### src/rtl/if_stage_if.sv
// if_stage_if: IF <-> ID handshake and instruction-SRAM port bundle.
// master = the fetch stage, slave = its environment (ID stage plus SRAM).
interface if_stage_if;
  localparam int IF_TO_ID_BUS_WD   = 64;
  localparam int ID_TO_IF_BRBUS_WD = 33;

  logic                         id_allowin;
  logic                         if_to_id_valid;
  logic [IF_TO_ID_BUS_WD-1:0]   if_to_id_bus;     // {inst, pc}
  logic [ID_TO_IF_BRBUS_WD-1:0] id_to_if_brbus;   // {br_jmp, br_dst}
  logic                         inst_sram_en;
  logic [31:0]                  inst_sram_addr;
  logic [31:0]                  inst_sram_rdata;

  modport master (
    input  id_allowin, id_to_if_brbus, inst_sram_rdata,
    output if_to_id_valid, if_to_id_bus, inst_sram_en, inst_sram_addr
  );

  modport slave (
    output id_allowin, id_to_if_brbus, inst_sram_rdata,
    input  if_to_id_valid, if_to_id_bus, inst_sram_en, inst_sram_addr
  );
endinterface

### src/rtl/if_stage.sv
// if_stage: instruction-fetch stage of the 5-stage RV32 pipeline.
// Generates the PC, drives a 1-cycle-latency instruction SRAM and hands
// {inst, pc} to ID over a valid/allowin handshake. A taken branch/jump from
// ID squashes the fall-through word held in IF and redirects fetch.
// Optional build macro IF_INST_BUF_EN: a one-entry buffer holds the stalled
// word so the SRAM is not re-read on every stall cycle.
module if_stage #(
  parameter logic [31:0] RESET_PC = 32'h8000_0000
) (
  input  logic         clk,
  input  logic         reset,   // asynchronous, active-low
  if_stage_if.master   bus
);

  logic        if_valid;
  logic [31:0] if_pc;
  logic [31:0] seq_pc;

  logic        br_taken;
  logic [31:0] br_dst;
  logic        if_allowin;
  logic        advance;
  logic [31:0] next_pc;
  logic [31:0] inst;
  logic        fetch_en;

  assign br_taken   = bus.id_to_if_brbus[32];
  assign br_dst     = bus.id_to_if_brbus[31:0];
  assign if_allowin = !if_valid || bus.id_allowin;

  // Pick the fetch address: redirect wins, then sequential, else re-read.
  always_comb begin
    // NOTE: defaults first so every path assigns every output -- no latch.
    next_pc = if_pc;
    advance = 1'b0;
    if (br_taken) begin
      next_pc = br_dst;
      advance = 1'b1;
    end else if (if_allowin) begin
      next_pc = seq_pc;
      advance = 1'b1;
    end
  end

  // PC state: load the requested address whenever IF moves on.
  always_ff @(posedge clk or negedge reset) begin
    // NOTE: non-blocking for all state so every flop samples pre-edge values.
    if (!reset) begin
      if_valid <= 1'b0;
      if_pc    <= 32'h0;
      seq_pc   <= RESET_PC;
    end else if (advance) begin
      if_valid <= 1'b1;
      if_pc    <= next_pc;
      seq_pc   <= next_pc + 32'd4;   // wraps modulo 2^32
    end
  end

`ifdef IF_INST_BUF_EN
  logic [31:0] inst_buf;
  logic        buf_valid;

  // Capture the stalled word once; release it on accept or redirect.
  always_ff @(posedge clk or negedge reset) begin
    // NOTE: the buffer data is reset too, so the bus never shows X after reset.
    if (!reset) begin
      buf_valid <= 1'b0;
      inst_buf  <= 32'h0;
    end else if (br_taken || (bus.if_to_id_valid && bus.id_allowin)) begin
      buf_valid <= 1'b0;
    end else if (if_valid && !bus.id_allowin && !buf_valid) begin
      buf_valid <= 1'b1;
      inst_buf  <= bus.inst_sram_rdata;
    end
  end

  // The SRAM is idle only while the buffer covers a continuing stall; any
  // cycle that advances IF must issue its read.
  assign inst     = buf_valid ? inst_buf : bus.inst_sram_rdata;
  assign fetch_en = !(buf_valid && !advance);
`else
  assign inst     = bus.inst_sram_rdata;
  assign fetch_en = 1'b1;
`endif

  // Outputs are forced quiet while reset is held.
  assign bus.inst_sram_en   = reset && fetch_en;
  assign bus.inst_sram_addr = reset ? next_pc : 32'h0;
  assign bus.if_to_id_valid = reset && if_valid && !br_taken;
  assign bus.if_to_id_bus   = reset ? {inst, if_pc} : 64'h0;

endmodule

### src/flat_wrapper.sv
// flat-port wrapper written by rule: the top's interface ports become plain ports
module if_stage_flat 
#(
  parameter logic [31:0] RESET_PC = 32'h8000_0000
)
  (clk, reset, bus_id_allowin, bus_id_to_if_brbus, bus_inst_sram_rdata, bus_if_to_id_valid, bus_if_to_id_bus, bus_inst_sram_en, bus_inst_sram_addr);
  if_stage_if bus_i ();
  input  logic clk;
  input  logic reset;
  input wire logic [$bits(bus_i.id_allowin)-1:0] bus_id_allowin;
  input wire logic [$bits(bus_i.id_to_if_brbus)-1:0] bus_id_to_if_brbus;
  input wire logic [$bits(bus_i.inst_sram_rdata)-1:0] bus_inst_sram_rdata;
  output wire logic [$bits(bus_i.if_to_id_valid)-1:0] bus_if_to_id_valid;
  output wire logic [$bits(bus_i.if_to_id_bus)-1:0] bus_if_to_id_bus;
  output wire logic [$bits(bus_i.inst_sram_en)-1:0] bus_inst_sram_en;
  output wire logic [$bits(bus_i.inst_sram_addr)-1:0] bus_inst_sram_addr;
  assign bus_i.id_allowin = bus_id_allowin;
  assign bus_i.id_to_if_brbus = bus_id_to_if_brbus;
  assign bus_i.inst_sram_rdata = bus_inst_sram_rdata;
  assign bus_if_to_id_valid = bus_i.if_to_id_valid;
  assign bus_if_to_id_bus = bus_i.if_to_id_bus;
  assign bus_inst_sram_en = bus_i.inst_sram_en;
  assign bus_inst_sram_addr = bus_i.inst_sram_addr;
  if_stage #(.RESET_PC(RESET_PC)) u_core (.clk(clk), .reset(reset), .bus(bus_i));
endmodule
### config.mk
export PLATFORM = sky130hd
export DESIGN_NAME = if_stage_flat
export DESIGN_NICKNAME = d
export VERILOG_FILES = /design/src/rtl/if_stage_if.sv /design/src/rtl/if_stage.sv /design/src/flat_wrapper.sv
export SDC_FILE = /design/constraint.sdc
export NUM_CORES = 1
export LEC_CHECK = 0
export ABC_AREA = 1
export BUFFER_PORTS_ARGS = -buffer_cell sky130_fd_sc_hd__buf_4
export CELL_PAD_IN_SITES_DETAIL_PLACEMENT = 1
export CELL_PAD_IN_SITES_GLOBAL_PLACEMENT = 1
export CORE_ASPECT_RATIO = 1.25
export CORE_MARGIN = 2
export CORE_UTILIZATION = 30
export DETAILED_ROUTE_END_ITERATION = 8
export PLACE_DENSITY_LB_ADDON = 0.1
export SYNTH_ARGS = -nofsm -noshare
export SYNTH_HDL_FRONTEND = slang
export SYNTH_SLANG_ARGS = --single-unit
### constraint.sdc
create_clock -name clk -period 6.25 [get_ports clk]
set_clock_uncertainty 0.05 [all_clocks]
set_input_delay 1.875 -clock clk [delete_from_list [all_inputs] [get_ports clk]]
set_output_delay 1.875 -clock clk [all_outputs]
set_load 0.005 [all_outputs]
==> Word level (Yosys, flattened, before mapping) <==
Index checks and enable logic that the tools add are counted.
{ "classes": {"reduce_logical": 5, "shifts": 0, "addsub": 1, "order_cmp": 0, "n_eq_ne": 0, "div_mod_pow": 0, "n_bitwise": 0, "n_mux": 6, "multipliers": 0} }
{ "op_table": {"columns": ["cell", "count"], "rows": [
  ["$mux 32", 3],
  ["$mux 64", 1],
  ["$add 32x3->32 const B", 1],
  ["$logic_and 1x1->1", 2],
  ["$logic_not 1->1", 2],
  ["$mux 1", 2],
  ["$logic_or 1x1->1", 1]
]} }
{ "word_totals": {"latchBits": 0, "memories": 0, "ff_bits": 65, "mem_bits_ro": 0, "ram_bits": 0, "out_inout_bits": 98, "in_bits": 68} }

==> Longest topological paths before layout <==
{ "logic_depth": {"depth_word": 5, "depth_mapped": 16, "mapped_depth_nobuf": 15} }

==> Least setup slack after synthesis <==
OpenSTA, ideal clock, no wires.
{ "synth_timing": {"path_kind": "input port to output port", "start": "in bus_id_to_if_brbus[32]", "end": "out bus_inst_sram_addr[29]", "path_buffers": 3, "arrival_ns": 2.776, "slack_ns": 1.549, "required_time_ns": 4.325, "path_stages": 8, "path_cell_list": "buf_4 inv_2 buf_4 buf_4 nand3_1 nand3_1 inv_1 nor2_1"} }
{ "synth_between": {"elab_chain_len": 2} }
{ "synth_lines": {"columns": ["item", "line", "rtl"], "rows": [
  ["start, declared", "flat_wrapper.sv:11", "input wire logic [$bits(bus_i.id_to_if_brbus)-1:0] bus_id_to_if_brbus;"],
  ["$mux 32", "if_stage.sv:36", "if (br_taken) begin"],
  ["$mux 32", "if_stage.sv:88", "assign bus.inst_sram_addr = reset ? next_pc : 32'h0;"],
  ["end, declared", "flat_wrapper.sv:16", "output wire logic [$bits(bus_i.inst_sram_addr)-1:0] bus_inst_sram_addr;"]
]} }
No other way between the ends.

==> Final worst setup path <==
{ "layout_timing": {"start": "in bus_id_allowin", "end": "out bus_inst_sram_addr[28]"} }
{ "layout_between": {"elab_chain_len": 4} }
{ "layout_lines": {"columns": ["item", "line", "rtl"], "rows": [
  ["start, declared", "flat_wrapper.sv:10", "input wire logic [$bits(bus_i.id_allowin)-1:0] bus_id_allowin;"],
  ["$logic_or 1x1->1", "if_stage.sv:29", "assign if_allowin = !if_valid || bus.id_allowin;"],
  ["$mux 32", "if_stage.sv:39", "end else if (if_allowin) begin"],
  ["$mux 32", "if_stage.sv:36", null],
  ["$mux 32", "if_stage.sv:88", null]
]} }
No other way between the ends.

==> impl_metrics.yaml <==
setup_path:
  rrSetupSlack_ns: 3.19
  cp_common_cell: "buf_4"
  start_kind: "primary input"
  r2r-end: "u_core.seq_pc[20]$_DFFE_PN0P_"
  ff2ff_path_depth: 15
  required_ns: 4.32
  cp_max_fo: 18
  max_stage_delay_ns: 0.35
  startpoint: "bus_id_allowin"
  slowest_stage: "buf_4"
  critPathTopFamily: "buffers and inverters"
  cp.depth: 9
  r2r-start: "u_core.if_valid$_DFFE_PN0P_"
  end_kind: "output pin"
  endpoint: "bus_inst_sram_addr[28]"
  crit_arrival_ns: 3.36
  crit_buf_inv: 5
  path_cells: "buf_4 > inv_2 > nand2_2 > buf_4 > nand2_1 > nand3_1 > inv_1 > nor2_1 > buf_4"
  path_class: "primary input to output pin"
yosys:
  netlist_area_sq_mm: 0.00430
  synth_edf_count: 0
  seq_area_frac_synth: 0.367
  ys_async_sr_fraction: 1.00
  syn_area_per_cell_sq_um: 6.36
  ys_ff_latch: 63
  dominantRegCellSynth: "dfrtp_1"
  yosysUniqueCellTypes: 29
  ys.warnings.count: 0
  synthesis.nets: 744
  syn_inst: 675
floorplan:
  core_sq_mm: 0.0139
  dieArea_sq_mm: 0.0153
  start_util: 0.308
  rows: 48
  die_h_um: 138
  die_x_um: 111
  io_pins: 166
clock_tree:
  clockRootBuffer: "clkbuf_16"
  cts_setup_buffers: 0
  h-tree-depth: 3
  cts_hold_buf: 0
  clock-sinks: 63
  clk_pin_slew_ns: 0.05
  clk_latency_ns: 0.33
  cts_tree: "yes"
  clockBufferDepth: 2
  numCtsBuffers: 9
  post_cts_resized: 0
cells_and_area:
  multi_input_area_sq_mm: 0.00214
  final_common_cell: "nand2_1"
  regArea_sq_mm: 0.00158
  final_area_sq_mm: 0.00596
  area_growth_pct: 38.9
  mostFrequentLayoutCells: "nand2_1, buf_4, inv_1"
  nNetsFinal: 897
  fill_cells: 1866
  drive_gt1_frac: 0.262
  fin_util: 0.428
  diodes: 0
sta:
  rsz0062_at_grt: "false"
  relSlewSlack: 0.493
  final.period_utilization: 0.846
  hold_viol_final: 0
  fin_setup_tns_ns: 0
  fmax_mhz: 189
  tightest_slew_ns: 0.759
  finalCriticalPeriod_ns: 5.29
  finalSetupViolCount: 0
  maxSlewViolCount: 0
detailed_routing:
  vias: 4872
  drt_iter0_drc: 225
  vias_per_cell: 4.83
  wl_met3_um: 776
  wl_met1_um: 6670
  wl_per_cell_um: 15.8
  final_antenna_net_count: 0
  routed.top_layer: "met4"
  wl_met2_um: 8240
  drc: 0
  drtPass1Iterations: 4
  wirelength_um: 16000
hold_path:
  hold_path.class: "register to register"
  hold_depth: 2
power_and_ir_drop:
  ir_drop_mv: 0.110
  internal-power_mw: 0.913
  pwr-share-comb: 0.246
  clkPwrFrac: 0.383
  swShare: 0.303
  powerDensity_mw_per_mm2: 219
  p_sw_mw: 0.396
  seqPwrFrac: 0.371
  p_leak_nw: 3.47
placed_design:
  placedInstanceArea_sq_mm: 0.00567
  routabilityCongestion: 0.823
  port-buffer-count: 165
  hpwl_um: 11700
global_routing:
  grt_pass1_vias: 5109
  grt_pass1_wl_um: 26100
  grt_max_degree: 129
  antenna_found_initial: 0
  overflow: 0
  grt_usage: 0.214
run_status:
  outcome: "finished, final reports clean"
flow_run:
  cap_viol_max_count: 0
-- per-layer routing --
metal | vias to the layer above | GRT usage
met4 | 0 | 0.0652
met2 | 140 | 0.401
met1 | 2320 | 0.251
met3 | 20 | 0.0374
met5 | - | 0
li1 | 2392 | -
-- area by class of cell --
type                       instances  area share
clock buffer                      12      0.0413
clock inverter                     4     0.00755
inverter                         110      0.0692
multi-input combinational        471       0.359
sequential                        63       0.265
tap                              175      0.0367
timing repair buffer             173       0.222
-- synthesized netlist by cell type, types with 5 or more instances --
master,number,area share
nand2_1,221,0.19
inv_1,105,0.092
nand3_1,89,0.10
nor2_1,69,0.060
dfrtp_1,62,0.36
a21oi_1,14,0.016
o21ai_1,14,0.016
o21ai_0,11,0.013
nand3_2,10,0.023
buf_2,9,0.010
clkbuf_1,9,0.0079
nand4_1,8,0.012
a31oi_1,7,0.010
buf_1,6,0.0052
nor2_2,6,0.0087
nor3_1,5,0.0058
-- flip-flops by register name, summed over array words and instances, names as in the netlist --
name / cells
u_core.seq_pc: 32
u_core.if_valid: 1
u_core.if_pc: 30
-- kinds of logic after synthesis --
kind of cell / count (synthesis) / share of synthesized area
fa+ha+maj: 1 / 0.00291
flops: 63 / 0.367
compound gates: 46 / 0.0556
buf+inv: 141 / 0.135
other cells: 1 / 0.000873
xor+xnor: 4 / 0.00816
simple gates: 419 / 0.431
-- worst min-delay path, stage by stage (launching register included) --
cell	delay, ns
dfstp_2	0.36
nand2_1	0.06
nand2_1	0.05
-- how the worst min path moves through the flow --
stage                                                to                          start  slack (ns)
after floorplan           u_core.seq_pc[31]$_DFFE_PN1P_  u_core.seq_pc[31]$_DFFE_PN1P_        0.40
after global placement     u_core.seq_pc[3]$_DFFE_PN0P_   u_core.seq_pc[3]$_DFFE_PN0P_        0.41
final                     u_core.seq_pc[31]$_DFFE_PN1P_  u_core.seq_pc[31]$_DFFE_PN1P_        0.43
after detailed placement  u_core.seq_pc[31]$_DFFE_PN1P_  u_core.seq_pc[31]$_DFFE_PN1P_        0.42
after global routing      u_core.seq_pc[31]$_DFFE_PN1P_  u_core.seq_pc[31]$_DFFE_PN1P_        0.46
after CTS                 u_core.seq_pc[31]$_DFFE_PN1P_  u_core.seq_pc[31]$_DFFE_PN1P_        0.43
-- power by group through the flow --
stage	logic (mW)	clock network, mW	registers [mW]
after floorplan	0.171	0	0.483
after global placement	0.318	0	0.490
after detailed placement	0.326	0	0.491
after CTS	0.328	0.515	0.485
after global routing	0.365	0.532	0.491
final	0.322	0.502	0.486
-- metrics by stage --
| step | setup WS, ns | total power, mW | instances | hold WS (ns) |
|---|---|---|---|---|
| floorplan | 1.55 | 0.654 | 675 | 0.398 |
| detailed placement | 0.949 | 0.817 | 992 | 0.424 |
| finish | 0.963 | 1.31 | 1008 | 0.433 |
| CTS | 0.948 | 1.33 | 1008 | 0.434 |
| global placement | 1.00 | 0.808 | 992 | 0.412 |
| global route | 0.809 | 1.39 | 1008 | 0.461 |
Power figures use the tool's default switching activity.
